===== config.mk =====
export PLATFORM = sky130hd
export DESIGN_NAME = abc_toggle_gen
export DESIGN_NICKNAME = d
export VERILOG_FILES = /design/src/rtl/abc_toggle_gen_pkg.sv /design/src/rtl/toggle_div.sv /design/src/rtl/abc_toggle_gen.sv
export SDC_FILE = /design/constraint.sdc
export NUM_CORES = 1
export LEC_CHECK = 0
export ABC_AREA = 1
export BUFFER_PORTS_ARGS = -buffer_cell sky130_fd_sc_hd__buf_2
export CORE_MARGIN = 4
export CORE_UTILIZATION = 27
export DETAILED_ROUTE_END_ITERATION = 8
export RECOVER_POWER = 100
export SKIP_LAST_GASP = 1
export SYNTH_ARGS = -nofsm -noshare
export SYNTH_HDL_FRONTEND = slang
export SYNTH_SLANG_ARGS = --single-unit

===== constraint.sdc =====
create_clock -name clk -period 3.1 [get_ports clk]
set_input_delay 0.62 -clock clk [delete_from_list [all_inputs] [get_ports clk]]
set_output_delay 0.62 -clock clk [all_outputs]
set_load 0.02 [all_outputs]

===== src/rtl/abc_toggle_gen_pkg.sv =====
// Shared types and helpers for the abc_toggle_gen stimulus source.
// The state encodings are fixed because gate-level and on-board runs compare against them.
package abc_toggle_gen_pkg;

    typedef enum logic [1:0] {
        ST_IDLE = 2'd0,
        ST_RUN  = 2'd1,
        ST_DONE = 2'd2
    } state_t;

    function automatic int max3(input int x, input int y, input int z);
        int m;
        m = x;
        if (y > m) m = y;
        if (z > m) m = z;
        return m;
    endfunction

endpackage


===== src/rtl/toggle_div.sv =====
// Divide-by-DIV toggle channel: q inverts every DIV enabled cycles.
// clr takes priority over en so that launch and exit force a clean zero.
module toggle_div #(
    parameter int DIV = 1,
    parameter int W   = 1
) (
    input  logic clk,
    input  logic reset,
    input  logic clr,
    input  logic en,
    output logic q
);

    logic [W-1:0] cnt;

    always_ff @(posedge clk or posedge reset) begin
        if (reset) begin
            cnt <= '0;
            q   <= 1'b0;
        end else if (clr) begin
            cnt <= '0;
            q   <= 1'b0;
        end else if (en) begin
            if (cnt == W'(DIV - 1)) begin
                cnt <= '0;
                q   <= ~q;
            end else begin
                cnt <= cnt + W'(1);
            end
        end
    end

endmodule


===== src/rtl/abc_toggle_gen.sv =====
// Cycle-exact a/b/c toggle stimulus for blocking_caveat, running RUN_LEN unheld cycles per start.
// The channel flops are the outputs themselves, so zero-forcing is done through their clr inputs.
module abc_toggle_gen
    import abc_toggle_gen_pkg::*;
#(
    parameter int DIV_A   = 1,
    parameter int DIV_B   = 5,
    parameter int DIV_C   = 10,
    parameter int RUN_LEN = 300,
    parameter int CNT_W   = 16
) (
    input  logic             clk,
    input  logic             reset,
    input  logic             start,
    input  logic             hold,
    output logic             a,
    output logic             b,
    output logic             c,
    output logic             busy,
    output logic             done,
    output logic [CNT_W-1:0] cycle_cnt
);

    localparam int DIV_W = $clog2(max3(DIV_A, DIV_B, DIV_C) + 1);

    if (DIV_A < 1 || DIV_B < 1 || DIV_C < 1) begin : g_bad_div
        $error("abc_toggle_gen: every DIV_x must be >= 1");
    end
    if (RUN_LEN < 1 || longint'(RUN_LEN) >= (longint'(1) << CNT_W)) begin : g_bad_len
        $error("abc_toggle_gen: RUN_LEN must be >= 1 and < 2**CNT_W");
    end

    state_t state;
    logic   launch;
    logic   last;
    logic   illegal;
    logic   clr;
    logic   en;

    assign launch  = (state == ST_IDLE) && start;
    assign last    = (state == ST_RUN) && !hold && (cycle_cnt == CNT_W'(RUN_LEN - 1));
    assign illegal = (state != ST_IDLE) && (state != ST_RUN) && (state != ST_DONE);
    assign clr     = launch || last || illegal;
    assign en      = (state == ST_RUN) && !hold;

    // cycle_cnt also advances on the exit edge, so it ends at RUN_LEN and stays there until restart.
    always_ff @(posedge clk or posedge reset) begin
        if (reset) begin
            state     <= ST_IDLE;
            busy      <= 1'b0;
            done      <= 1'b0;
            cycle_cnt <= '0;
        end else begin
            case (state)
                ST_IDLE: begin
                    done <= 1'b0;
                    if (start) begin
                        state     <= ST_RUN;
                        busy      <= 1'b1;
                        cycle_cnt <= '0;
                    end
                end
                ST_RUN: begin
                    if (!hold) begin
                        cycle_cnt <= cycle_cnt + CNT_W'(1);
                        if (last) begin
                            state <= ST_DONE;
                            busy  <= 1'b0;
                            done  <= 1'b1;
                        end
                    end
                end
                ST_DONE: begin
                    state <= ST_IDLE;
                    done  <= 1'b0;
                end
                default: begin
                    state <= ST_IDLE;
                    busy  <= 1'b0;
                    done  <= 1'b0;
                end
            endcase
        end
    end

    toggle_div #(.DIV(DIV_A), .W(DIV_W)) u_div_a (
        .clk   (clk),
        .reset (reset),
        .clr   (clr),
        .en    (en),
        .q     (a)
    );

    toggle_div #(.DIV(DIV_B), .W(DIV_W)) u_div_b (
        .clk   (clk),
        .reset (reset),
        .clr   (clr),
        .en    (en),
        .q     (b)
    );

    toggle_div #(.DIV(DIV_C), .W(DIV_W)) u_div_c (
        .clk   (clk),
        .reset (reset),
        .clr   (clr),
        .en    (en),
        .q     (c)
    );

endmodule


# Word level (Yosys, flattened, before mapping)
# Cells that the tools add are included.
word_totals:
  ff_bits: 35
  out_inout_bits: 21
classes:
  addsub: 4
  n_eq_ne: 10
  mux: 32
  n_bitwise: 4
  reduce_logical: 23
op_table:
  columns: ["cell", "count"]
  rows:
  - ["two-way mux 4 bit", 9]
  - ["two-way mux 16 bit", 2]
  - ["case mux 16 bit (2 select lines)", 1]
  - ["adder 16 x 1 -> 16 bit (second input constant)", 1]
  - ["equality test 16 x 9 -> 1 bit (second input constant)", 1]
  - ["two-way mux 1 bit", 15]
  - ["adder 4 x 1 -> 4 bit (second input constant)", 3]
  - ["nonzero test 2 bit", 6]
  - ["inequality test 2 bit (second input constant)", 4]
  - ["AND reduction 2 bit", 4]
  - ["two-way mux 2 bit", 3]
  - ["AND reduction 3 bit", 2]
  - ["logical AND 1 bit", 5]
  - ["equality test 4 x 3 -> 1 bit (second input constant)", 1]
  - ["equality test 4 bit (second input constant)", 1]
  - ["logical NOT 4 bit", 1]
  - ["NOT 1 bit", 4]
  - ["case mux 2 bit (2 select lines)", 1]
  - ["AND reduction 4 bit", 1]
  - ["case mux 1 bit (3 select lines)", 1]
  - ["equality test 2 x 1 -> 1 bit (second input constant)", 1]
  - ["equality test 2 bit (second input constant)", 1]
  - ["logical NOT 2 bit", 1]
  - ["logical OR 1 bit", 2]
  - ["2 further kinds", 2]

# Depth between registers and ports, before layout
# Gate-level depths: netlist of the first run.
logic_depth:
  word_depth: 7
  ltp_mapped: 9
  ltp_nobuf: 9

# Modules after synthesis
# Synthesis of the first run repeated with hierarchy kept, for this count alone.
hier_totals:
  cells_unflattened: 279
  hier_area_um2: 2045.7
modules_own_cells:
  columns: ["mod", "instances", "cells_per_inst", "area_each_um2"]
  rows:
  - ["abc_toggle_gen", 1, 162, 1148.6]
  - ["toggle_div (u_div_a)", 1, 39, 300.3]
  - ["toggle_div (u_div_c)", 1, 38, 300.3]
  - ["toggle_div (u_div_b)", 1, 40, 296.5]

# Worst setup path before layout of the first run
# OpenSTA, ideal clock, no wires.
synth_path:
  path_type: "flip-flop to flip-flop"
  from: "reg cycle_cnt[0]"
  to: "reg u_div_c.q"
  arrival_time_ns: 1.399
  required_ns: 2.983
  path_slack_ns: 1.584
  stages_incl_launch_ff: 9
  path_buffers: 0
  period_less_slack_ns: 1.516
  cell_sequence: "dfrtp_1 > ha_1 > nand3_1 > nor2_2 > nand3_4 > nand3_2 > nand2_1 > nand2_1 > nand2_1"
synth_between:
  elab_chain_cells: 6
  elab_cells_between_ends: 8
  classes_between: "1 x eq/ne; 1 x mux; 6 x reduce/logical"
synth_rtl:
  columns: ["item", "line_no", "source"]
  rows:
  - ["start: declaration", "abc_toggle_gen.sv:21", "output logic [CNT_W-1:0] cycle_cnt"]
  - ["start signal: assignment", "abc_toggle_gen.sv:65", "cycle_cnt <= cycle_cnt + CNT_W'(1);"]
  - ["equality test 16 x 9 -> 1 bit *", "abc_toggle_gen.sv:41", "assign last = (state == ST_RUN) && !hold && (cycle_cnt == CNT_W'(RUN_LEN - 1));"]
  - ["logical AND 1 bit *", "abc_toggle_gen.sv:41", null]
  - ["logical OR 1 bit * (2 in series)", "abc_toggle_gen.sv:43", "assign clr = launch || last || illegal;"]
  - ["nonzero test 2 bit (no source line)", null, null]
  - ["AND reduction 2 bit (no source line)", null, null]
  - ["end signal: assignment", "toggle_div.sv:26", "q <= ~q;"]
  - ["end: declaration", "toggle_div.sv:11", "output logic q"]
# Every way passes the cells marked *; elsewhere a longest branch is shown, timed or not.
# A chain may end at the register's enable or synchronous reset.

# Worst setup path in the final report of the first run
layout_path:
  from: "reg state[0]"
  to: "reg cycle_cnt[9]"
layout_between:
  elab_chain_cells: 3
  elab_cells_between_ends: 7
  classes_between: "3 x eq/ne; 1 x mux; 3 x reduce/logical"
layout_rtl:
  columns: ["item", "line_no", "source"]
  rows:
  - ["start: declaration", "abc_toggle_gen.sv:33", "state_t state;"]
  - ["start signal: assignment", "abc_toggle_gen.sv:49", "state <= ST_IDLE;"]
  - ["start signal: assignment", "abc_toggle_gen.sv:58", "state <= ST_RUN;"]
  - ["start signal: assignment", "abc_toggle_gen.sv:67", "state <= ST_DONE;"]
  - ["equality test 2 x 1 -> 1 bit / logical NOT 2 bit (equally long branches)", "abc_toggle_gen.sv:54", "case (state)"]
  - ["inequality test 2 bit (no source line) / nonzero test 2 bit (equally long branches)", null, null]
  - ["AND reduction 3 bit (no source line)", null, null]
# Parallel ways exist; a longest one is shown, timed or not.

==> summary.md, run 1 <==
| Metric | Value |
|---|---|
| Hold Vio Cnt, Final | `0` |
| Final wirelength | `4.68 mm` |
| Total Power | `1.83 mW` |
| Area Growth Syn to Fin | `12.1%` |
| Max cap viols | `0` |
| Drt drc | `0` |
| CTS Sinks | `35` |
| Fin Clk Skew | `around 0.0038 ns` |
| Distinct cells, synth | `29` |
| Initial antenna violation count | `0` |
| Final Max Slew Viols | `0` |
| Arrival time worst endpoint | `2.15 ns` |
| Post-CTS Resized | `0` |
| Worst skew pair latency | `around 0.29 ns` |
| Bufs and invs on worst path | `2` |
| DP HPWL | `3.41 mm` |
| CP startpoint kind | `flop` |
| Post-route ant nets | `0` |
| Port buffer count | `24` |
| Die ar. | `around 9000 µm²` |
| Overflow after GRT | `0` |
| Inst Count DP | `384` |
| Post-route cell area | `between 2000 and 2500 µm²` |
| Post-CTS Setup Inserts | `0` |
| Status | `completed` |
| Worst slack, placed | `between 1 and 1.5 ns` |
| Hold buffer count at CTS | `0` |
| Vias in the first global route | `1,733` |
| CP Capture Type | `flop` |
| Slew margin rel. | `58.7%` |
| Layout cells sized above 1 | `11.9%` |
| Mapped Area | `2090 µm²` |
| Initial core utilization | `28.4%` |
| Number of vias per cell | `around 4.6` |
| Total Neg Setup Slack | `0 ns` |
| Mapped Nets | `274` |
| Synth Instances | `~260` |
| CP Max Fanout | `11` |
| Die W | `96.0 µm` |
| Non-Filler Instances | `392` |
| Ys Warns | `0` |
| I/O pin cnt | `25` |
| Period Utilization, post-route | `between 60 and 70%` |
| Critical path's top delay family | `simple AND/OR/NAND/NOR gates` |
| Placed cell area | `2310 µm²` |
| Core Region | `7370 µm²` |
| CTS tree | `done` |
| PD cells | `778 nW/µm²` |
| Fin crit period | `1.94 ns` |
| VDD IR max | `0.000246 V` |
| CTS Buffer Depth | `2` |
| Worst slew pin tran | `0.617 ns` |
| Final setup fails | `0` |
| Fmax | `approximately 520 MHz` |
| H-tree depth | `2` |
| Gpl congestion | `around 0.84` |
| Synth Area per Inst | `7.95 µm²` |
| Final worst slack | `1.16 ns` |
| Via count | `1,795` |
| Leakage Power | `1.15 nW` |
| Post-synthesis register bit count | `35` |
| TritonCTS Buffers | `5` |
| Layout Nets | `303` |
| Hold_ws | `around 0.43 ns` |
| Worst-path cell chain | `inv_1 -> nand3_1 -> inv_1 -> nor2_1 -> nor2_1 -> nand3_1 -> nand2_1 -> a21oi_1` |
| Pin count of the biggest net entering global routing | `36` |
| Root Buffer | `clkbuf_8` |
| Crit path max-delay cell type | `nor2_1` |
| RSZ-0062 raised after global routing | `no` |
| Final Util | `31.8%` |
| Reg clk slew, reported paths | `0.07 ns` |
| Largest stage delay, worst path | `~0.5 ns` |
| DRT iter0 DRCs | `59` |
| Chip Height | `96.0 µm` |
| Routed WL per cell | `11.9 µm` |
| Critical path class | `reg -> reg` |
| All-Layer GR Usage | `11.4%` |
| Critical path required time | `about 3.3 ns` |
| Diodes inserted | `0` |
| Worst hold path type | `in -> async` |
| First-pass GRT wire length | `8.21 mm` |
| DRT Pass-1 Iters | `4` |
| Row count | `31` |
| Seq/Total Area, Yosys | `about two fifths` |
-- registers in the layout, summed over array words and instances, names as in the netlist --
register and cells:
u_div_a.cnt 4, state 2, u_div_c.q 1, u_div_a.q 1
cycle_cnt 16, busy 1, u_div_b.cnt 4, u_div_c.cnt 4
done 1, u_div_b.q 1
-- power breakdown --
group / switching, mW / internal, mW / total [mW]
sequential: 0.186 / 0.599 / 0.785
clock: 0.165 / 0.260 / 0.426
combinational: 0.391 / 0.223 / 0.615
-- final cells by class --
type | count | area (µm²)
fillers | 819 | 5020
clock inverters | 2 | 35.0
clock buffers | 6 | 82.6
repair buffers | 25 | 101
inverters | 33 | 129
flip-flops and latches | 35 | 876
multi-input cells | 192 | 997
well taps | 99 | 124
-- tightest hold or removal path: stages --
cell and delay [ns]:
buf_2 0.09, inv_1 0.05, buf_4 0.39
-- placed cells by master, fill, tap and decap left out, types with 4 or more instances in the layout --
cell	count
nand2_1	63
nor2_1	36
dfrtp_1	35
inv_1	29
nand3_1	25
clkbuf_1	21
o21ai_0	13
nand4_1	7
ha_1	7
a21oi_1	6
xor2_1	6
clkbuf_8	6
nand2_4	4
nand2_2	4
nor3_1	4
o21ai_1	4
-- layer usage --
metal  wire (µm)  track usage [%]  vias to the layer above
li1            -                -                      894
met1        2340             15.5                      851
met2        2070             17.9                       44
met3         222             2.58                        6
met4          49             3.44                        0
met5           0                0                        -
-- cell families (layout without fill, tap and decap cells) --
group,after synthesis,after routing,share of synthesized area [%]
AND/OR/NAND/NOR,153,153,37.1
buffers and inverters,36,66,7.66
flip-flops,35,35,41.9
AO/OA/AOI/OAI,26,26,6.64
adder cells (fa/ha/maj),7,7,4.19
XOR/XNOR,6,6,2.51
-- cells in the mapped netlist, drive strengths merged --
master  count  area share [%]
o21ai      18             4.5
or2         2            0.60
a31oi       1            0.30
nor2       40             8.9
ha          7             4.2
nand4       7             2.1
nand3      28             9.0
dfrtp      35              42
xor2        6             2.5
nor3        5             1.4
buf         3             1.5
a21oi       6             1.4
a31o        1            0.42
nand2      71              15
inv        33             6.2
-- worst paths after layout --
kind	start	cells after the start	slack, ns	endpoint
worst max-delay path	state[0]	8	1.16	cycle_cnt[9]
worst min-delay path	reset	3	0.43	u_div_b.cnt[3]
worst max register to register	state[0]	8	1.16	cycle_cnt[9]
worst min register to register	done	2	0.48	done
max in group asynchronous	reset	3	2.36	u_div_c.cnt[0]
min in group clk	done	2	0.48	done
Power figures use the tool's default switching activity.
==> run 2, diff against run 1 <==
- clock period: 3.1 -> 1.6 ns (I/O delays scaled with it)
==> summary.md, run 2 (synthesis gave the netlist of run 1 again) <==
| Metric | Value |
|---|---|
| Max cap viols | `0 (unchanged)` |
| Leakage Power | `1.20 nW (was 1.15 nW)` |
| Post-route cell area | `2460 µm² (was 2340 µm²)` |
| Core Region | `7370 µm² (unchanged)` |
| DP HPWL | `3.57 mm (was 3.41 mm)` |
| GR peak layer | `met2 (unchanged)` |
| Fin Clk Skew | `0.00605 ns (was 0.00375 ns)` |
| Chip Height | `96.0 µm (unchanged)` |
| Max reg flops | `16 (unchanged)` |
| Total Power | `3.57 mW (was 1.83 mW)` |
| Reg2reg setup slack | `0.13 ns (was 1.16 ns)` |
| First-pass GRT wire length | `8.26 mm (was 8.21 mm)` |
| Total Neg Setup Slack | `0 ns (unchanged)` |
| Top reg by flops | `cycle_cnt (unchanged)` |
| Initial core utilization | `28.4% (unchanged)` |
| Hold_ws | `0.300 ns (was 0.429 ns)` |
| Vias in the first global route | `1,800 (was 1,733)` |
| FF-to-FF End | `u_div_c.q (was cycle_cnt[9])` |
| Status | `completed (unchanged)` |
| Layout Nets | `310 (was 303)` |
| Filler instances | `809 (was 819)` |
| Worst skew pair latency | `0.29 ns (about the same)` |
| Arrival time worst endpoint | `1.66 ns (was 2.15 ns)` |
| Placed cell area | `2380 µm² (was 2310 µm²)` |
| Worst r2r src | `cycle_cnt[1] (was state[0])` |
| Worst r2r path cells | `8 (unchanged)` |
| Gpl congestion | `0.888 (was 0.840)` |
| Met3 usage | `2.89% (was 2.58%)` |
| H-tree depth | `2 (unchanged)` |
| Hold buffer count at CTS | `0 (unchanged)` |
| Via count | `1,797 (was 1,795)` |
| DRT Pass-1 Iters | `4 (unchanged)` |
| Worst hold path type | `in -> async (unchanged)` |
| Pin count of the biggest net entering global routing | `36 (unchanged)` |
| Number of vias per cell | `4.50 (was 4.58)` |
| Final setup fails | `0 (unchanged)` |
| Worst slew pin tran | `0.912 ns (was 0.617 ns)` |
| Routed WL per cell | `11.8 µm (was 11.9 µm)` |
| Slew margin rel. | `39.2% (was 58.7%)` |
| Hold Vio Cnt, Final | `0 (unchanged)` |
| Fmax | `678 MHz (was 516 MHz)` |
| Port buffer count | `24 (unchanged)` |
| Layout cells sized above 1 | `19.0% (was 11.9%)` |
| Worst slack, placed | `0.119 ns (was 1.26 ns)` |
| Period Utilization, post-route | `92.1% (was 62.5%)` |
| All-Layer GR Usage | `11.5% (was 11.4%)` |
| I/O pin cnt | `25 (unchanged)` |
| Commonest non-fill, non-tap cell in the layout | `nand2_1 (unchanged)` |
| Critical path class | `reg -> reg (unchanged)` |
| RSZ-0062 raised after global routing | `no (unchanged)` |
| Final worst slack | `0.126 ns (was 1.16 ns)` |
| Initial antenna violation count | `0 (unchanged)` |
| Post-route ant nets | `0 (unchanged)` |
| Area Growth Syn to Fin | `17.7% (was 12.1%)` |
| Final wirelength | `4.73 mm (was 4.68 mm)` |
| CP startpoint kind | `flop (unchanged)` |
| CP Max Fanout | `6 (was 11)` |
| Critical path required time | `1.79 ns (was 3.31 ns)` |
| Drt drc | `0 (unchanged)` |
| Commonest cells after routing, fill and taps aside | `62 x nand2_1, 34 x dfrtp_1, 31 x nor2_1, 26 x inv_1, 22 x nand3_1 (was 63 x nand2_1, 36 x nor2_1, 35 x dfrtp_1, 29 x inv_1, 25 x nand3_1)` |
| Final Max Slew Viols | `0 (unchanged)` |
| Row count | `31 (unchanged)` |
| Diodes inserted | `0 (unchanged)` |
| CTS Sinks | `35 (unchanged)` |
| Overflow after GRT | `0 (unchanged)` |
| Fin crit period | `1.47 ns (was 1.94 ns)` |
| CTS tree | `done (unchanged)` |
| GR Util met2 | `19.0% (was 17.9%)` |
| DRT iter0 DRCs | `111 (was 59)` |
| TritonCTS Buffers | `5 (unchanged)` |
| Reg clk slew, reported paths | `0.07 ns (about the same)` |
| PD cells | `1450 nW/µm² (was 778 nW/µm²)` |
| Die ar. | `9220 µm² (unchanged)` |
| CTS Buffer Depth | `2 (unchanged)` |
| Met1 usage in global routing | `15.0% (was 15.5%)` |
| Die W | `96.0 µm (unchanged)` |
| CP Capture Type | `flop (unchanged)` |
| Root Buffer | `clkbuf_8 (unchanged)` |
| VDD IR max | `0.000487 V (was 0.000246 V)` |
==> run 2: changes by cell type in the layout (fill, tap and decap cells not counted), sizes merged <==
cell / change
buf: +7
==> run 2: per-stage QoR <==
| step | utilization (%) | instances |
|---|---|---|
| 2_1_floorplan | - | 263 |
| 3_3_place_gp | 32.2 | 391 |
| 3_5_place_dp | 32.2 | 391 |
| 4_1_cts | 33.8 | 399 |
| 5_1_grt | 33.4 | 399 |
| 6_report | 33.4 | 399 |
==> run 2: power by group <==
group / switching, mW / leakage, nW / internal, mW
clock: 0.331 / 0.0612 / 0.504
combinational: 0.773 / 0.719 / 0.456
sequential: 0.344 / 0.425 / 1.16
==> run 2: layout make-up <==
type                            instances  area, µm²  share of cell area, %
Clock buffer                            6       82.6                   3.36
Inverter                               33        129                   5.24
Sequential cell                        35        877                   35.7
Clock inverter                          2       35.0                   1.42
Multi-Input combinational cell        192       1050                   42.6
Timing Repair Buffer                   32        165                   6.71
Tap cell                               99        124                   5.04
==> run 2: how the worst max path moves through the flow <==
stage            startpoint              to  slack [ns]
5_1_grt            state[0]    cycle_cnt[9]       0.004
2_1_floorplan  cycle_cnt[0]       u_div_c.q        0.08
3_3_place_gp   cycle_cnt[5]  u_div_c.cnt[3]        0.17
4_1_cts        cycle_cnt[1]       u_div_c.q        0.11
3_5_place_dp   cycle_cnt[1]       u_div_c.q        0.12
6_report       cycle_cnt[1]       u_div_c.q        0.13
==> run 2: what timing repair did <==
| action | in CTS | in global routing |
|---|---|---|
| endpoints found under the setup margin | 0 | 7 |
| resized for setup | 0 | 3 |
| setup buffers | 0 | 0 |
==> run 2: metal layers <==
layer | part of all wire (%) | routed length (µm)
met3 | 4.3 | 203
met1 | 49 | 2310
met5 | 0 | 0
met4 | 0.55 | 26
met2 | 46 | 2190
==> run 2: critical path: stages, from the launching register on <==
cell and delay (ns):
dfrtp_1 0.40, ha_2 0.24, nand3_1 0.10, nor2_2 0.16, nand3_4 0.14, nand3_2 0.14, nand2_1 0.08, nand2_1 0.06
nand2_1 0.05
==> run 3, diff against run 2 <==
- BUFFER_PORTS_ARGS: -buffer_cell sky130_fd_sc_hd__buf_2 -> default
- CORE_ASPECT_RATIO: default -> 0.8
- DONT_BUFFER_PORTS: default -> 1
==> summary.md, run 3 (synthesis gave the netlist of run 1 again) <==
| Metric | Value |
|---|---|
| Hold_ws | `0.186 ns (was 0.300 ns)` |
| Crit path max-delay cell type | `dfrtp_1 (unchanged)` |
| CP startpoint kind | `flop (unchanged)` |
| Post-route cell area | `2420 µm² (was 2460 µm²)` |
| Worst slew pin tran | `0.901 ns (was 0.912 ns)` |
| Placed cell area | `2340 µm² (was 2380 µm²)` |
| Total Neg Setup Slack | `0 ns (unchanged)` |
| DRT iter0 DRCs | `122 (was 111)` |
| Worst-path cell chain | `inv_2 -> nand2_4 -> inv_6 -> nand2_4 -> nand2_8 -> inv_2 -> or2_0 -> o21ai_1 (was ha_2 -> nand3_1 -> nor2_2 -> nand3_4 -> nand3_2 -> nand2_1 -> nand2_1 -> nand2_1)` |
| I/O pin cnt | `25 (unchanged)` |
| Layout Nets | `298 (was 310)` |
| Arrival time worst endpoint | `1.67 ns (was 1.66 ns)` |
| Post-route ant nets | `0 (unchanged)` |
| Layout cells sized above 1 | `18.8% (was 19.0%)` |
| CTS Buffer Depth | `2 (unchanged)` |
| First-pass GRT wire length | `8.35 mm (was 8.26 mm)` |
| Post-CTS Setup Inserts | `0 (unchanged)` |
| Commonest non-fill, non-tap cell in the layout | `nand2_1 (unchanged)` |
| CTS Sinks | `35 (unchanged)` |
| Hold buffer count at CTS | `0 (unchanged)` |
| Max reg flops | `16 (unchanged)` |
| Worst skew pair latency | `0.29 ns (about the same)` |
| Critical path required time | `1.81 ns (was 1.79 ns)` |
| DP HPWL | `3.52 mm (was 3.57 mm)` |
| Port buffer count | `0 (was 24)` |
| Number of vias per cell | `4.38 (was 4.50)` |
| TritonCTS Buffers | `5 (unchanged)` |
| Root Buffer | `clkbuf_8 (unchanged)` |
| Final Max Slew Viols | `0 (unchanged)` |
| VDD IR max | `0.000506 V (was 0.000487 V)` |
| Drt drc | `0 (unchanged)` |
| Hold Vio Cnt, Final | `0 (unchanged)` |
| H-tree depth | `2 (unchanged)` |
| Fmax | `687 MHz (was 678 MHz)` |
| Top reg by flops | `cycle_cnt (unchanged)` |
| Gpl congestion | `0.813 (was 0.888)` |
| Core Region | `7460 µm² (was 7370 µm²)` |
| CTS tree | `done (unchanged)` |
| CP Capture Type | `flop (unchanged)` |
| Fin crit period | `1.46 ns (was 1.47 ns)` |
| Reg clk slew, reported paths | `0.08 ns (was 0.07 ns)` |
| Die W | `106 µm (was 96.0 µm)` |
| CP Max Fanout | `14 (was 6)` |
| Area Growth Syn to Fin | `15.6% (was 17.7%)` |
| Routed WL per cell | `11.9 µm (was 11.8 µm)` |
| Vias in the first global route | `1,722 (was 1,800)` |
| Post-CTS Resized | `0 (unchanged)` |
| Row count | `28 (was 31)` |
| Bufs and invs on worst path | `3 (was 0)` |
| Final Util | `32.4% (was 33.4%)` |
| Critical path class | `reg -> reg (unchanged)` |
| Fin Clk Skew | `0.00964 ns (was 0.00605 ns)` |
| Final setup fails | `0 (unchanged)` |
| Critical path's top delay family | `simple AND/OR/NAND/NOR gates (unchanged)` |
| DRT Pass-1 Iters | `4 (unchanged)` |
| Largest stage delay, worst path | `0.40 ns (about the same)` |
| All-Layer GR Usage | `11.4% (was 11.5%)` |
| Max cap viols | `0 (unchanged)` |
| RSZ-0062 raised after global routing | `no (unchanged)` |
| Initial antenna violation count | `0 (unchanged)` |
| Reg2reg setup slack | `0.14 ns (was 0.13 ns)` |
| Worst hold path type | `in -> async (unchanged)` |
| Via count | `1,722 (was 1,797)` |
| Diodes inserted | `0 (unchanged)` |
| PD cells | `1460 nW/µm² (was 1450 nW/µm²)` |
| Commonest cells after routing, fill and taps aside | `61 x nand2_1, 34 x dfrtp_1, 32 x nor2_1, 26 x inv_1, 23 x nand3_1 (was 62 x nand2_1, 34 x dfrtp_1, 31 x nor2_1, 26 x inv_1, 22 x nand3_1)` |
| Status | `completed (unchanged)` |
| Filler instances | `780 (was 809)` |
| Initial core utilization | `28.0% (was 28.4%)` |
| Chip Height | `86.7 µm (was 96.0 µm)` |
| Final wirelength | `4.69 mm (was 4.73 mm)` |
| Die ar. | `9220 µm² (about the same)` |
| Leakage Power | `1.19 nW (was 1.20 nW)` |
| Period Utilization, post-route | `91.0% (was 92.1%)` |
| Overflow after GRT | `0 (unchanged)` |
| Pin count of the biggest net entering global routing | `36 (unchanged)` |
| Slew margin rel. | `39.9% (was 39.2%)` |
==> run 3: cell types whose count changed in the layout (fill, tap and decap cells not counted), sizes merged <==
cell | previous run | this run
buf | 11 | 10
clkbuf | 27 | 16
==> run 3: power by group <==
| group | switching (mW) | total (mW) | internal (mW) |
|---|---|---|---|
| clock | 0.335 | 0.839 | 0.504 |
| sequential | 0.338 | 1.50 | 1.16 |
| combinational | 0.747 | 1.20 | 0.456 |
| total | 1.42 | 3.54 | 2.12 |
==> run 3: area by class of cell <==
| type | instances | area (µm²) | share of cell area, % |
|---|---|---|---|
| clock buffer | 6 | 82.6 | 3.42 |
| tap | 105 | 131 | 5.43 |
| clock inverter | 2 | 35.0 | 1.45 |
| timing repair buffer | 20 | 114 | 4.71 |
| inverter | 33 | 129 | 5.33 |
| multi-input combinational | 192 | 1050 | 43.4 |
| sequential | 35 | 877 | 36.3 |
==> run 3: per-layer routing <==
layer,track usage [%],wire length [µm],vias up
met5,0,0,-
met2,16.6,1950,35
li1,-,-,895
met4,4.12,77,0
met1,15.4,2370,787
met3,4.54,295,5
==> run 3: worst paths after layout <==
path	depth (start not counted)	endpoint	startpoint
min in group clk	3	cycle_cnt[2]	hold
setup / recovery	8	u_div_c.cnt[1]	state[1]
max in group asynchronous	2	cycle_cnt[0]	reset
setup reg to reg	8	u_div_c.cnt[1]	state[1]
hold / removal	2	u_div_c.cnt[0]	reset
hold reg to reg	1	cycle_cnt[0]	cycle_cnt[0]
==> run 3: metrics by stage <==
step / total power [mW] / cells / worst slack (ns)
final: 3.54 / 393 / 0.144
after global routing: 3.86 / 393 / 0.0171
after CTS: 3.66 / 393 / 0.0709
after detailed placement: 2.81 / 385 / 0.114
after global placement: 2.80 / 385 / 0.125
after floorplan: 2.40 / 263 / 0.0840
==> run 3: worst register-to-register path: cells and delay by family (launching register included) <==
family	cells	cell delay, ns
DFF	1	0.40
buffers and inverters	3	0.29
AOI/OAI and AO/OA	1	0.14
and+or+nand+nor	4	0.54
